`config.mk`:
```
export PLATFORM = sky130hd
export DESIGN_NAME = param_universal_shifter
export DESIGN_NICKNAME = d
export VERILOG_FILES = /design/src/rtl/param_universal_shifter.sv
export SDC_FILE = /design/constraint.sdc
export NUM_CORES = 1
export LEC_CHECK = 0
export CAP_MARGIN = 20
export CORE_MARGIN = 5
export CORE_UTILIZATION = 40
export DETAILED_ROUTE_END_ITERATION = 10
export MAX_ROUTING_LAYER = met4
export PLACE_DENSITY = 0.74
export REMOVE_ABC_BUFFERS = 1
export SLEW_MARGIN = 20
export SYNTH_ARGS = -nofsm -noshare
export SYNTH_HDL_FRONTEND = slang
export SYNTH_SLANG_ARGS = --single-unit
```
`constraint.sdc`:
```
create_clock -name clk -period 1.7 [get_ports clk]
set_input_delay 0.34 -clock clk [delete_from_list [all_inputs] [get_ports clk]]
set_output_delay 0.34 -clock clk [all_outputs]
set_load 0.005 [all_outputs]
```
`src/rtl/param_universal_shifter.sv`:
```
// param_universal_shifter: parametrised universal shift register with
// hold/load/clear, logical/rotate/arithmetic shifts, and multi-bit shift
// bursts (one bit per clock) under a valid/ready command handshake.
//
// Ports:
//   clk, reset_n   clock (rising edge), asynchronous active-low reset
//   clear          synchronous abort: zero register, return to IDLE, no done
//   cmd_valid      command present
//   cmd_ready      command can be accepted (= !busy)
//   mode           000 HOLD 001 SHR 010 SHL 011 ROR 100 ROL 101 ASR 110 LOAD 111 CLR
//   amount         number of single-bit shifts for shift modes
//   din            parallel load data
//   rsi / lsi      serial inputs entering MSB on SHR / LSB on SHL
//   qout           register contents
//   so_bit         last bit shifted or rotated out
//   busy           shift burst in progress
//   done           one-cycle completion pulse
module param_universal_shifter #(
  parameter int unsigned WIDTH = 8,
  parameter int unsigned CNT_W = 4
) (
  input  logic             clk,
  input  logic             reset_n,
  input  logic             clear,
  input  logic             cmd_valid,
  output logic             cmd_ready,
  input  logic [2:0]       mode,
  input  logic [CNT_W-1:0] amount,
  input  logic [WIDTH-1:0] din,
  input  logic             rsi,
  input  logic             lsi,
  output logic [WIDTH-1:0] qout,
  output logic             so_bit,
  output logic             busy,
  output logic             done
);

  localparam logic [2:0] M_HOLD = 3'b000;
  localparam logic [2:0] M_SHR  = 3'b001;
  localparam logic [2:0] M_SHL  = 3'b010;
  localparam logic [2:0] M_ROR  = 3'b011;
  localparam logic [2:0] M_ROL  = 3'b100;
  localparam logic [2:0] M_ASR  = 3'b101;
  localparam logic [2:0] M_LOAD = 3'b110;
  localparam logic [2:0] M_CLR  = 3'b111;

  // Two-bit encoding so that the unused codes fall back to IDLE.
  typedef enum logic [1:0] {
    IDLE  = 2'b01,
    SHIFT = 2'b10
  } state_t;

  state_t           state, state_nxt;
  logic [WIDTH-1:0] q_nxt;
  logic             so_nxt;
  logic             busy_nxt;
  logic             done_nxt;
  logic [CNT_W-1:0] cnt, cnt_nxt;
  logic [2:0]       mode_r, mode_nxt;
  logic [WIDTH:0]   step;

  assign cmd_ready = ~busy;

  // One single-bit shift of the current contents; result is {so_bit, q}.
  function automatic logic [WIDTH:0] shift1(
    input logic [2:0]       m,
    input logic [WIDTH-1:0] v,
    input logic             so_cur,
    input logic             r,
    input logic             l
  );
    logic [WIDTH:0] res;
    case (m)
      M_SHR:   res = {v[0],       r,          v[WIDTH-1:1]};
      M_SHL:   res = {v[WIDTH-1], v[WIDTH-2:0], l};
      M_ROR:   res = {v[0],       v[0],       v[WIDTH-1:1]};
      M_ROL:   res = {v[WIDTH-1], v[WIDTH-2:0], v[WIDTH-1]};
      M_ASR:   res = {v[0],       v[WIDTH-1], v[WIDTH-1:1]};
      default: res = {so_cur, v};
    endcase
    return res;
  endfunction

  assign step = shift1(mode_r, qout, so_bit, rsi, lsi);

  // Next-state and next-output logic.
  always_comb begin
    state_nxt = state;
    q_nxt     = qout;
    so_nxt    = so_bit;
    busy_nxt  = busy;
    done_nxt  = 1'b0;
    cnt_nxt   = cnt;
    mode_nxt  = mode_r;

    if (clear) begin
      state_nxt = IDLE;
      q_nxt     = '0;
      so_nxt    = 1'b0;
      busy_nxt  = 1'b0;
      cnt_nxt   = '0;
    end else begin
      case (state)
        IDLE: begin
          busy_nxt = 1'b0;
          if (cmd_valid && !busy) begin
            case (mode)
              M_HOLD: done_nxt = 1'b1;
              M_LOAD: begin
                q_nxt    = din;
                done_nxt = 1'b1;
              end
              M_CLR: begin
                q_nxt    = '0;
                done_nxt = 1'b1;
              end
              default: begin
                if (amount == '0) begin
                  done_nxt = 1'b1;
                end else begin
                  mode_nxt  = mode;
                  cnt_nxt   = amount;
                  state_nxt = SHIFT;
                  busy_nxt  = 1'b1;
                end
              end
            endcase
          end
        end
        SHIFT: begin
          {so_nxt, q_nxt} = step;
          cnt_nxt         = cnt - CNT_W'(1);
          if (cnt <= CNT_W'(1)) begin
            state_nxt = IDLE;
            busy_nxt  = 1'b0;
            done_nxt  = 1'b1;
          end
        end
        default: begin
          state_nxt = IDLE;
          busy_nxt  = 1'b0;
          cnt_nxt   = '0;
        end
      endcase
    end
  end

  // State and output registers.
  always_ff @(posedge clk or negedge reset_n) begin
    if (!reset_n) begin
      state  <= IDLE;
      qout   <= '0;
      so_bit <= 1'b0;
      busy   <= 1'b0;
      done   <= 1'b0;
      cnt    <= '0;
      mode_r <= M_HOLD;
    end else begin
      state  <= state_nxt;
      qout   <= q_nxt;
      so_bit <= so_nxt;
      busy   <= busy_nxt;
      done   <= done_nxt;
      cnt    <= cnt_nxt;
      mode_r <= mode_nxt;
    end
  end

endmodule

```
==> results.json <==
{
  "path_clk_slew_ns": 0.13,
  "worst_slack_ns": -0.0828,
  "synth-edff-count": 0,
  "htreeDepth": 1,
  "gp_congestion": 0.814,
  "ctsHoldBuffers": 0,
  "netlist_area_um2": 1400,
  "synth.distinct_cells": 51,
  "seqPwrFrac_pct": 31.7,
  "via_per_inst": 5.63,
  "drv_cap": 0,
  "final-setup-viol-count": 7,
  "slowest_delay_ns": 0.56,
  "port_buffers": 32,
  "first_global_vias": 1541,
  "drt-wirelength-per-cell_um": 16.2,
  "skew_ns": 0.00223,
  "critPathTopFamily": "flip-flops",
  "cp-end-kind": "flip-flop",
  "die_y_um": 69.1,
  "synth_area_per_cell_um2": 9.13,
  "fin_crit_ns": 1.78,
  "yosys.area.top_type": "dfrtp_1",
  "num_vias": 1498,
  "ant_nets": 0,
  "grt_pass1_wl_um": 7440,
  "cts.path.max_buffers": 2,
  "synth_common_cells": "dfrtp_1 (19), inv_1 (12), nand3_1 (10), nor2_1 (10), o21ai_0 (10)",
  "antenna_found_initial": 0,
  "critPathSlowestCell": "dfstp_2",
  "slew_headroom_pct": 77.5,
  "grt_use_total_pct": 19.5,
  "cts_buffers": 3,
  "cp_data_arrival_time_ns": 2.04,
  "drc": 0,
  "p_sw_share_pct": 35.9,
  "fin_tns_setup_ns": -0.357,
  "p_sw_uw": 679,
  "comb_power_share_pct": 46.8,
  "cts_tree": "yes",
  "design.core.area_um2": 3360,
  "start_util_pct": 41.6,
  "startpoint_type": "flip-flop",
  "die_area_um2": 4780,
  "p_int_uw": 1210,
  "synth_top_area_share_pct": 34.0,
  "critPathKind": "flip-flop to flip-flop",
  "multiInputGateArea_um2": 926,
  "crit_chain": "inv_2 -> ha_4 -> buf_6 -> buf_6 -> and3_4 -> nor4_4 -> buf_4 -> a32o_1",
  "violations": "setup timing",
  "drt_first_pass_iters": 4,
  "drt-total-wl_um": 4320,
  "post-place-ws_ns": -0.463,
  "drv_slew": 0,
  "ios": 33,
  "clock_latency_ns": 0.31,
  "yosysMostFrequentCell": "dfrtp_1",
  "ir_worst_vdd_mv": 0.372,
  "worstPathMaxFanout": 7,
  "worst_pin_slew_ns": 0.329,
  "synth.area.top_cells": "dfrtp_1 (34%), ha_1 (5.4%), a41oi_1 (3.8%)",
  "power_density_nw_per_um2": 848,
  "clock.fmax_mhz": 561,
  "nFillCells": 275,
  "antenna_cells": 0,
  "required_ns": 1.96,
  "final_hold_viol_count": 0,
  "r2r-start": "state[0]",
  "layout-drive-gt1-share_pct": 35.0,
  "hold_class": "input pin to asynchronous set/reset pin",
  "async_flop_share_pct": 100,
  "grt_setup_unrepaired": "yes",
  "synth_cells": 153,
  "grt_max_degree": 21,
  "leakage_uw": 0.000956,
  "yosysSeqAreaShare_pct": 35.9,
  "synthToLayoutAreaGrowth_pct": 59.3,
  "synth_top_flop_cell": "dfrtp_1",
  "power_uw": 1890,
  "crit_buf_inv": 4,
  "ys_seq_elements": 20,
  "grt_overflow": 0,
  "hpwl_um": 3080,
  "regArea_um2": 505,
  "period_share_pct": 105,
  "fin_nets": 248,
  "cts_root_buf": "clkbuf_4",
  "power_frac_clock_pct": 21.5,
  "status": "finished, violations left",
  "clock-sinks": 20,
  "yosysWarnings": 0,
  "critPathLaunch": "state[0]",
  "drtIter0Drc": 72,
  "rows": 21,
  "dieWidth_um": 69.1,
  "cp_common_cell": "buf_6"
}
-- sequential cells by signal, indices dropped and copies added, names as in the netlist --
register / cells
busy: 1
cnt: 4
done: 1
mode_r: 3
qout: 8
so_bit: 1
state: 2
-- routing by layer --
| metal | wire length [um] | track usage [%] |
|---|---|---|
| met1 | 1910 | 24.8 |
| met3 | 190 | 3.05 |
| met4 | 99 | 9.33 |
| met2 | 2120 | 30.3 |
| met5 | 0 | - |
-- placed cells by master, fill, tap and decap left out, types with 4 or more instances in the layout --
cell / instances
a41oi_1: 4
nor2_1: 9
dlymetal6s2s_1: 4
nand3_1: 10
nand2_1: 9
inv_1: 9
o21ai_0: 8
buf_4: 32
a21oi_1: 5
dfrtp_1: 16
a22o_1: 4
buf_6: 5
clkdlybuf4s50_1: 26
-- area by class of cell --
cell class | count | area share, %
clock buffer | 3 | 1.01
clock inverter | 1 | 1.35
inverter | 12 | 2.02
multi-input combinational | 114 | 41.6
sequential | 20 | 22.7
tap | 46 | 2.59
timing repair buffer | 70 | 28.7
-- stage by stage --
step / util [%] / hold WS [ns] / cell area [um2] / instances
5_1_grt: 66.2 / 0.376 / 2230 / 266
6_report: 66.2 / 0.348 / 2230 / 266
3_5_place_dp: 58.9 / 0.536 / 1980 / 256
2_1_floorplan: - / 0.0444 / 1360 / 146
3_3_place_gp: 58.9 / 0.517 / 1980 / 256
4_1_cts: 64.1 / 0.355 / 2160 / 263
-- final timing paths --
check	end	cells past startpoint	slack [ns]
setup / recovery	qout[6]	8	-0.08
hold / removal	qout[3]	2	0.35
setup reg to reg	qout[6]	8	-0.08
hold reg to reg	cnt[1]	2	0.56
max in group asynchronous	state[0]	2	1.08
min in group clk	cnt[2]	3	0.40
-- cell families (layout without fill, tap and decap cells) --
| logic type | after synthesis | in the layout | share of synthesized area [%] |
|---|---|---|---|
| buf+inv | 19 | 86 | 5.82 |
| mux | 6 | 6 | 4.66 |
| fa+ha+maj | 6 | 6 | 5.37 |
| simple gates | 55 | 55 | 23.7 |
| compound gates | 46 | 46 | 23.9 |
| xor+xnor | 1 | 1 | 0.627 |
| flops | 20 | 20 | 35.9 |
-- power by group through the flow --
stage | clock network [uW] | registers, uW | logic (uW)
4_1_cts | 404 | 594 | 839
3_5_place_dp | 0 | 599 | 778
5_1_grt | 423 | 609 | 967
6_report | 406 | 598 | 884
3_3_place_gp | 0 | 593 | 751
2_1_floorplan | 0 | 614 | 380
-- repair_timing --
| action | CTS | global route |
|---|---|---|
| setup buffers | 3 | 3 |
| resized for setup | 26 | 18 |
| pin swaps | 7 | 4 |
| endpoints found under the setup margin | 14 | 20 |
No activity file was read; power rests on OpenSTA's default activity.
